===== config.mk =====
export PLATFORM = sky130hd
export DESIGN_NAME = multi_cycle_controller
export DESIGN_NICKNAME = d
export VERILOG_FILES = /design/src/rtl/multi_cycle_controller.sv
export SDC_FILE = /design/constraint.sdc
export NUM_CORES = 1
export LEC_CHECK = 0
export CAP_MARGIN = 10
export CORE_UTILIZATION = 38
export CTS_BUF_LIST = sky130_fd_sc_hd__clkbuf_4 sky130_fd_sc_hd__clkbuf_8
export DETAILED_ROUTE_END_ITERATION = 8
export PLACE_DENSITY = 0.81
export RECOVER_POWER = 50
export SLEW_MARGIN = 40
export SYNTH_ARGS = -nofsm -noshare
export SYNTH_HDL_FRONTEND = slang
export SYNTH_SLANG_ARGS = --single-unit

===== constraint.sdc =====
create_clock -name clk -period 1.8 [get_ports clk]
set_clock_uncertainty 0.2 [all_clocks]
set_input_delay 0.18 -clock clk [delete_from_list [all_inputs] [get_ports clk]]
set_output_delay 0.18 -clock clk [all_outputs]
set_load 0.01 [all_outputs]

===== src/rtl/multi_cycle_controller.sv =====
// multi_cycle_controller: Moore-FSM control unit for a multi-cycle RV32I datapath.
// Inputs : clk, reset (async, active-high), opcode/f3/f7 decoded instruction
//          fields, zero (ALU zero flag, used only for the branch PC write).
// Outputs: adr_src, mem_write, ir_write, imm_src, alu_src_a, alu_src_b,
//          alu_function, result_src, reg_write, pc_write, old_pc_write.
module multi_cycle_controller (
    input  logic       clk,
    input  logic       reset,
    input  logic [6:0] opcode,
    input  logic [2:0] f3,
    input  logic [6:0] f7,
    input  logic       zero,
    output logic       adr_src,
    output logic       mem_write,
    output logic       ir_write,
    output logic [2:0] imm_src,
    output logic [1:0] alu_src_a,
    output logic [1:0] alu_src_b,
    output logic [2:0] alu_function,
    output logic [1:0] result_src,
    output logic       reg_write,
    output logic       pc_write,
    output logic       old_pc_write
);
    typedef enum logic [3:0] {
        S_FETCH, S_DECODE, S_MEM_ADR, S_MEM_READ, S_MEM_WB, S_MEM_WRITE, S_EXEC_R,
        S_EXEC_I, S_ALU_WB, S_BRANCH, S_JAL, S_JALR_CALC, S_JALR_JUMP, S_LUI
    } state_t;
    localparam logic [6:0] OP_R = 7'b0110011, OP_I = 7'b0010011, OP_LW = 7'b0000011,
                           OP_SW = 7'b0100011, OP_BR = 7'b1100011, OP_JAL = 7'b1101111,
                           OP_JALR = 7'b1100111, OP_LUI = 7'b0110111;
    localparam logic [2:0] ALU_ADD = 3'd0, ALU_SUB = 3'd1, ALU_AND = 3'd2, ALU_OR = 3'd3,
                           ALU_SLT = 3'd4, ALU_XOR = 3'd5, ALU_SLTU = 3'd6;
    state_t     r_state, w_next;
    logic [2:0] w_f3_op, w_br_op;
    logic       w_taken, w_unused;
    assign w_unused = ^{f7[6], f7[4:0]};
    assign w_f3_op = (f3 == 3'b111) ? ALU_AND :
                     (f3 == 3'b110) ? ALU_OR  :
                     (f3 == 3'b100) ? ALU_XOR :
                     (f3 == 3'b010) ? ALU_SLT :
                     (f3 == 3'b011) ? ALU_SLTU : ALU_ADD;
    assign w_br_op = (f3 == 3'b100 || f3 == 3'b101) ? ALU_SLT : ALU_SUB;
    // beq/bge take on zero, bne/blt on !zero; other f3 never branch
    assign w_taken = (f3 == 3'b000 || f3 == 3'b101) ? zero :
                     (f3 == 3'b001 || f3 == 3'b100) ? !zero : 1'b0;
    always_ff @(posedge clk or posedge reset)
        if (reset) r_state <= S_FETCH;
        else       r_state <= w_next;
    always_comb begin
        w_next       = S_FETCH;
        adr_src      = 1'b0;
        mem_write    = 1'b0;
        ir_write     = 1'b0;
        imm_src      = 3'b000;
        alu_src_a    = 2'b00;
        alu_src_b    = 2'b00;
        alu_function = ALU_ADD;
        result_src   = 2'b00;
        reg_write    = 1'b0;
        pc_write     = 1'b0;
        old_pc_write = 1'b0;
        case (r_state)
            S_FETCH: begin
                ir_write     = 1'b1;
                old_pc_write = 1'b1;
                alu_src_b    = 2'b10;
                result_src   = 2'b10;
                pc_write     = 1'b1;
                w_next       = S_DECODE;
            end
            S_DECODE: begin
                alu_src_a = 2'b01;
                alu_src_b = 2'b01;
                imm_src   = (opcode == OP_JAL) ? 3'b011 : 3'b010;
                w_next    = (opcode == OP_R)    ? S_EXEC_R    :
                            (opcode == OP_I)    ? S_EXEC_I    :
                            (opcode == OP_LW || opcode == OP_SW) ? S_MEM_ADR :
                            (opcode == OP_BR)   ? S_BRANCH    :
                            (opcode == OP_JAL)  ? S_JAL       :
                            (opcode == OP_JALR) ? S_JALR_CALC :
                            (opcode == OP_LUI)  ? S_LUI       : S_FETCH;
            end
            S_MEM_ADR: begin
                alu_src_a = 2'b10;
                alu_src_b = 2'b01;
                imm_src   = (opcode == OP_SW) ? 3'b001 : 3'b000;
                w_next    = (opcode == OP_SW) ? S_MEM_WRITE : S_MEM_READ;
            end
            S_MEM_READ: begin
                adr_src = 1'b1;
                w_next  = S_MEM_WB;
            end
            S_MEM_WB: begin
                result_src = 2'b01;
                reg_write  = 1'b1;
            end
            S_MEM_WRITE: begin
                adr_src   = 1'b1;
                mem_write = 1'b1;
            end
            S_EXEC_R: begin
                alu_src_a    = 2'b10;
                alu_function = (f3 == 3'b000 && f7[5]) ? ALU_SUB : w_f3_op;
                w_next       = S_ALU_WB;
            end
            S_EXEC_I: begin
                alu_src_a    = 2'b10;
                alu_src_b    = 2'b01;
                alu_function = w_f3_op;
                w_next       = S_ALU_WB;
            end
            S_ALU_WB: reg_write = 1'b1;
            S_BRANCH: begin
                alu_src_a    = 2'b10;
                alu_function = w_br_op;
                pc_write     = w_taken;
            end
            S_JAL, S_JALR_JUMP: begin
                // ALUOut holds the target; ALU computes old PC + 4 for the link
                pc_write  = 1'b1;
                alu_src_a = 2'b01;
                alu_src_b = 2'b10;
                w_next    = S_ALU_WB;
            end
            S_JALR_CALC: begin
                alu_src_a = 2'b10;
                alu_src_b = 2'b01;
                w_next    = S_JALR_JUMP;
            end
            S_LUI: begin
                imm_src    = 3'b100;
                result_src = 2'b11;
                reg_write  = 1'b1;
            end
            default: w_next = S_FETCH;
        endcase
        // enables drop the instant reset rises, independent of the clock
        if (reset) begin
            mem_write    = 1'b0;
            ir_write     = 1'b0;
            reg_write    = 1'b0;
            pc_write     = 1'b0;
            old_pc_write = 1'b0;
        end
    end
endmodule


==> flow_summary.ini, run 1 <==
[logic_synthesis]
ys_seq_elements = 4
synthXorXnorAreaFrac = 0.0927
ys_seq_area_frac = 0.154
synth_top_family_by_area = simple AND/OR/NAND/NOR gates
avgSynthCellArea_um2 = 7.62
synth_nets = 105
syn_area_um2 = 648
synth_cell_types = 39
synthAdderAreaFrac = 0
synth-compound-area-share = 0.234
synthMuxAreaShare = 0
yosys.area_share.simple = 0.421
synthCells = 85
yosysWarnings = 0

[cts]
cts_sinks = 4
numCtsBuffers = 3
cts_root_buffer = clkbuf_4
cts_buffer_depth = 2
cts_max_level = 1

[status]
status = stopped before the end
stop_error = [ERROR DPL-0033] detailed placement checks failed during check placement.
stop_stage = global routing (5_1_grt)

[timing]
crit_endpoint = imm_src[0]
worst_endpoint_kind = top-level output

[placed_design]
pre_cts_slack_ns = -0.383
dp.cells = 156
port_buffers = 31
gp_congestion = 0.947
dpl.hpwl_um = 1710

[global_route]
grt_max_degree = 11
antenna_found_initial = 0

[die]
dieWidth_um = 43.3
io_pins = 38
start_util = 0.420
rows = 14
fp.dieH_um = 43.3
## timing repair
action	4_1_cts
hold buffers	0
setup endpoints to repair	18
pin swaps	7
buffers inserted	11
gates resized for setup	94
## synthesized netlist by cell type, drive strengths merged
master	count	area (um2)
nor2	6	22.5
xnor2	4	35.0
a31o	1	8.76
o21bai	1	7.51
o21ai	4	20.0
o211ai	1	7.51
or3	1	6.26
a21o	1	7.51
a31oi	1	6.26
nand3	3	20.0
buf	7	52.5
nand4b	2	17.5
o32ai	1	8.76
nand4	2	12.5
a21oi	5	25.0
nand2b	5	31.3
nand4bb	1	11.3
nor2b	5	31.3
nor3	6	30.0
a22o	2	17.5
dfrtp	4	100
nand3b	1	7.51
inv	3	11.3
nand2	6	22.5
o22ai	1	6.26
xor2	2	25.0
nor4b	2	32.5
o31ai	1	12.5
and4bb	1	12.5
a211oi	1	7.51
a22oi	1	7.51
a32oi	1	8.76
nor3b	2	15.0
## logic make-up after synthesis
kind of cell / Yosys count
XOR/XNOR: 6
AO/OA/AOI/OAI: 22
flip-flops: 4
AND/OR/NAND/NOR: 43
buffers and inverters: 10
## through the flow
| stage | setup TNS, ns | instance area (um2) | utilization | hold slack (ns) |
|---|---|---|---|---|
| after detailed placement | -4.20 | 1180 | 0.767 | 0.378 |
| after global placement | -3.42 | 1180 | 0.767 | 0.370 |
| after CTS | -0.846 | 1330 | 0.865 | 0.151 |
| after floorplan | 0 | 659 | - | -0.246 |
==> run 2: changes to the inputs <==
--- a/config.mk
+++ b/config.mk
@@ -6,10 +6,10 @@
 export NUM_CORES = 1
 export LEC_CHECK = 0
 export CAP_MARGIN = 10
-export CORE_UTILIZATION = 38
-export CTS_BUF_LIST = sky130_fd_sc_hd__clkbuf_4 sky130_fd_sc_hd__clkbuf_8
+export CORE_AREA = 2 2 63 65
 export DETAILED_ROUTE_END_ITERATION = 8
-export PLACE_DENSITY = 0.81
+export DIE_AREA = 0 0 65 67
+export PLACE_DENSITY_LB_ADDON = 0.15
 export RECOVER_POWER = 50
 export SLEW_MARGIN = 40
 export SYNTH_ARGS = -nofsm -noshare
==> flow_summary.ini, run 2 <==
[logic_synthesis]
synthCells = 85
synth_common_cells = nand2_1 (6), nor2_1 (6), nor3_1 (6)
synth.area.top_cells = dfrtp_1 (15%), xnor2_1 (5.4%), nand2b_1 (4.8%)
synth_nets = 105
synth.top_cell.area_share = 0.154
ys_seq_elements = 4
synth_cell_types = 39
avgSynthCellArea_um2 = 7.62
yosysWarnings = 0
synth_edf_count = 0
synth_ff_type = dfrtp_1
yosys.area.top_type = dfrtp_1
async_flop_share = 1.00
ys_seq_area_frac = 0.154
syn_area_um2 = 648

[status]
violations = negative setup slack
status = finished, violations left

[timing]
finalCritPeriodShare = 1.07
fin_crit_ns = 1.93
rsz0062_at_grt = yes
setup_viol = 10
whs_ns = 0.364
relSlewSlack = 0.790
worst_slack_ns = -0.130
drv_slew = 0
hold_viol_final = 0
timing.fmax_mhz = 518
tightest_slew_ns = 0.312
fin_setup_tns_ns = -0.475

[critical_path]
crit_family = flip-flops
cp_slowest_cell = dfrtp_2
cp-start-kind = flop
path_class = flop to output pin
cp-end-kind = output pin
cp_max_fo = 6
crit_buf_inv = 2
slowest_delay_ns = 0.43
critical_path_required_ns = 1.42
worstPathArrival_ns = 1.55
crit_path_cell_trace = buf_12 > and4bb_2 > a31o_4 > a22o_1 > buf_2

[die]
io_pins = 38
die_area_mm2 = 0.00436
fp.coreArea_mm2 = 0.00361
rows = 22
dieWidth_um = 65
fp.dieH_um = 67
start_util = 0.180

[global_route]
grt_usage = 0.114
overflow = 0
grt_pass1_wl_um = 3870
antenna_found_initial = 0
grt_max_degree = 9
grt_pass1_vias = 899

[cts]
cts_root_buffer = clkbuf_8
clk_latency_ns = 0.22
tritoncts = yes
cts_buffer_depth = 2
path_clk_slew_ns = 0.03
cts_sinks = 4
numCtsBuffers = 3
cts_max_level = 1

[hold_path]
hold_class = input pin to async pin

[detailed_routing]
routedWlPerCell_um = 11.5
vias = 913
drt_iter0_drc = 26
viasPerCell = 4.43
route.detailed.drc = 0
routed_wirelength_um = 2370
dr.pass1.iters = 4
antenna_left = 0

[cells_and_area]
top_regs = r_state (4)
largest_reg_flops = 4
drive_gt1_frac = 0.570
synthToLayoutAreaGrowth_pct = 126
final_common_cell = buf_4
regArea_um2 = 104
nets = 180
final_cell_mix = buf_4 (36), buf_2 (15), clkdlybuf4s50_1 (12), buf_6 (8), nor2_1 (6)
regMostFlops = r_state
n_fill_cell = 383
diodes = 0
multi_input_area_um2 = 626

[power_and_ir_drop]
peakVddDrop_uv = 259
p_leak_nw = 0.626
power_density_mw_per_mm2 = 843

[flow_run]
max-cap-violations = 0

[placed_design]
dpl.hpwl_um = 1700
gp_congestion = 0.783
port_buffers = 31
## run 2: layout make-up
type | count | area share
well taps | 48 | 0.0410
multi-input cells | 71 | 0.427
repair buffers | 77 | 0.425
inverters | 3 | 0.00769
clock buffers | 3 | 0.0282
flip-flops and latches | 4 | 0.0709
## run 2: final timing paths
check | endpoint | slack, ns | from | cells after the start
min | r_state[2] | 0.36 | reset | 3
min in group clk | r_state[0] | 0.50 | opcode[3] | 3
max in group asynchronous | r_state[0] | 0.84 | reset | 3
max reg2reg | r_state[0] | 0.03 | r_state[2] | 6
max | pc_write | -0.13 | r_state[3] | 5
min reg2reg | r_state[2] | 0.59 | r_state[1] | 3
## run 2: cells by family after synthesis
| family | Yosys count | share of synthesized area |
|---|---|---|
| DFF | 4 | 0.154 |
| xor gates and xnor gates | 6 | 0.0927 |
| buffers and inverters | 10 | 0.0984 |
| and+or+nand+nor | 43 | 0.421 |
| AOI/OAI and AO/OA | 22 | 0.234 |
## run 2: layer usage
layer / vias up / share of wire / GRT usage
li1: 459 / - / -
met1: 415 / 0.40 / 0.113
met2: 37 / 0.54 / 0.231
met3: 2 / 0.054 / 0.0118
met4: 0 / 0.0080 / 0.0559
met5: - / 0 / 0
## run 2: metrics by stage
stage	worst slack, ns	power [W]	utilization	instances	cell area [um2]
final	-0.130	0.00124	0.406	206	1470
after global routing	-0.182	0.00133	0.406	206	1470
after CTS	-0.169	0.00117	0.397	205	1430
after detailed placement	-0.279	0.000928	0.343	190	1240
after global placement	-0.265	0.000925	0.343	190	1240
after floorplan	0.0141	0.000495	-	85	659
## run 2: timing repair
item	4_1_cts	5_1_grt
endpoints found under the setup margin	18	18
resized for setup	88	19
hold buffers	0	0
gates cloned	1	0
pin swaps	13	5
buffers inserted	11	1
## run 2: report_power, final
part           internal, W  total, W  switching [W]  leakage [nW]
Combinational     0.000512  0.000898       0.000386         0.555
Sequential        0.000111  0.000148      0.0000377        0.0490
Clock             0.000143  0.000189      0.0000464        0.0216
Total             0.000765   0.00124       0.000470         0.626
## run 2: tightest hold or removal path: cells and delay by family
family / cells / cell delay, ns
buffers and inverters: 3 / 0.96
Note: power is estimated with default switching activity, not from simulation.
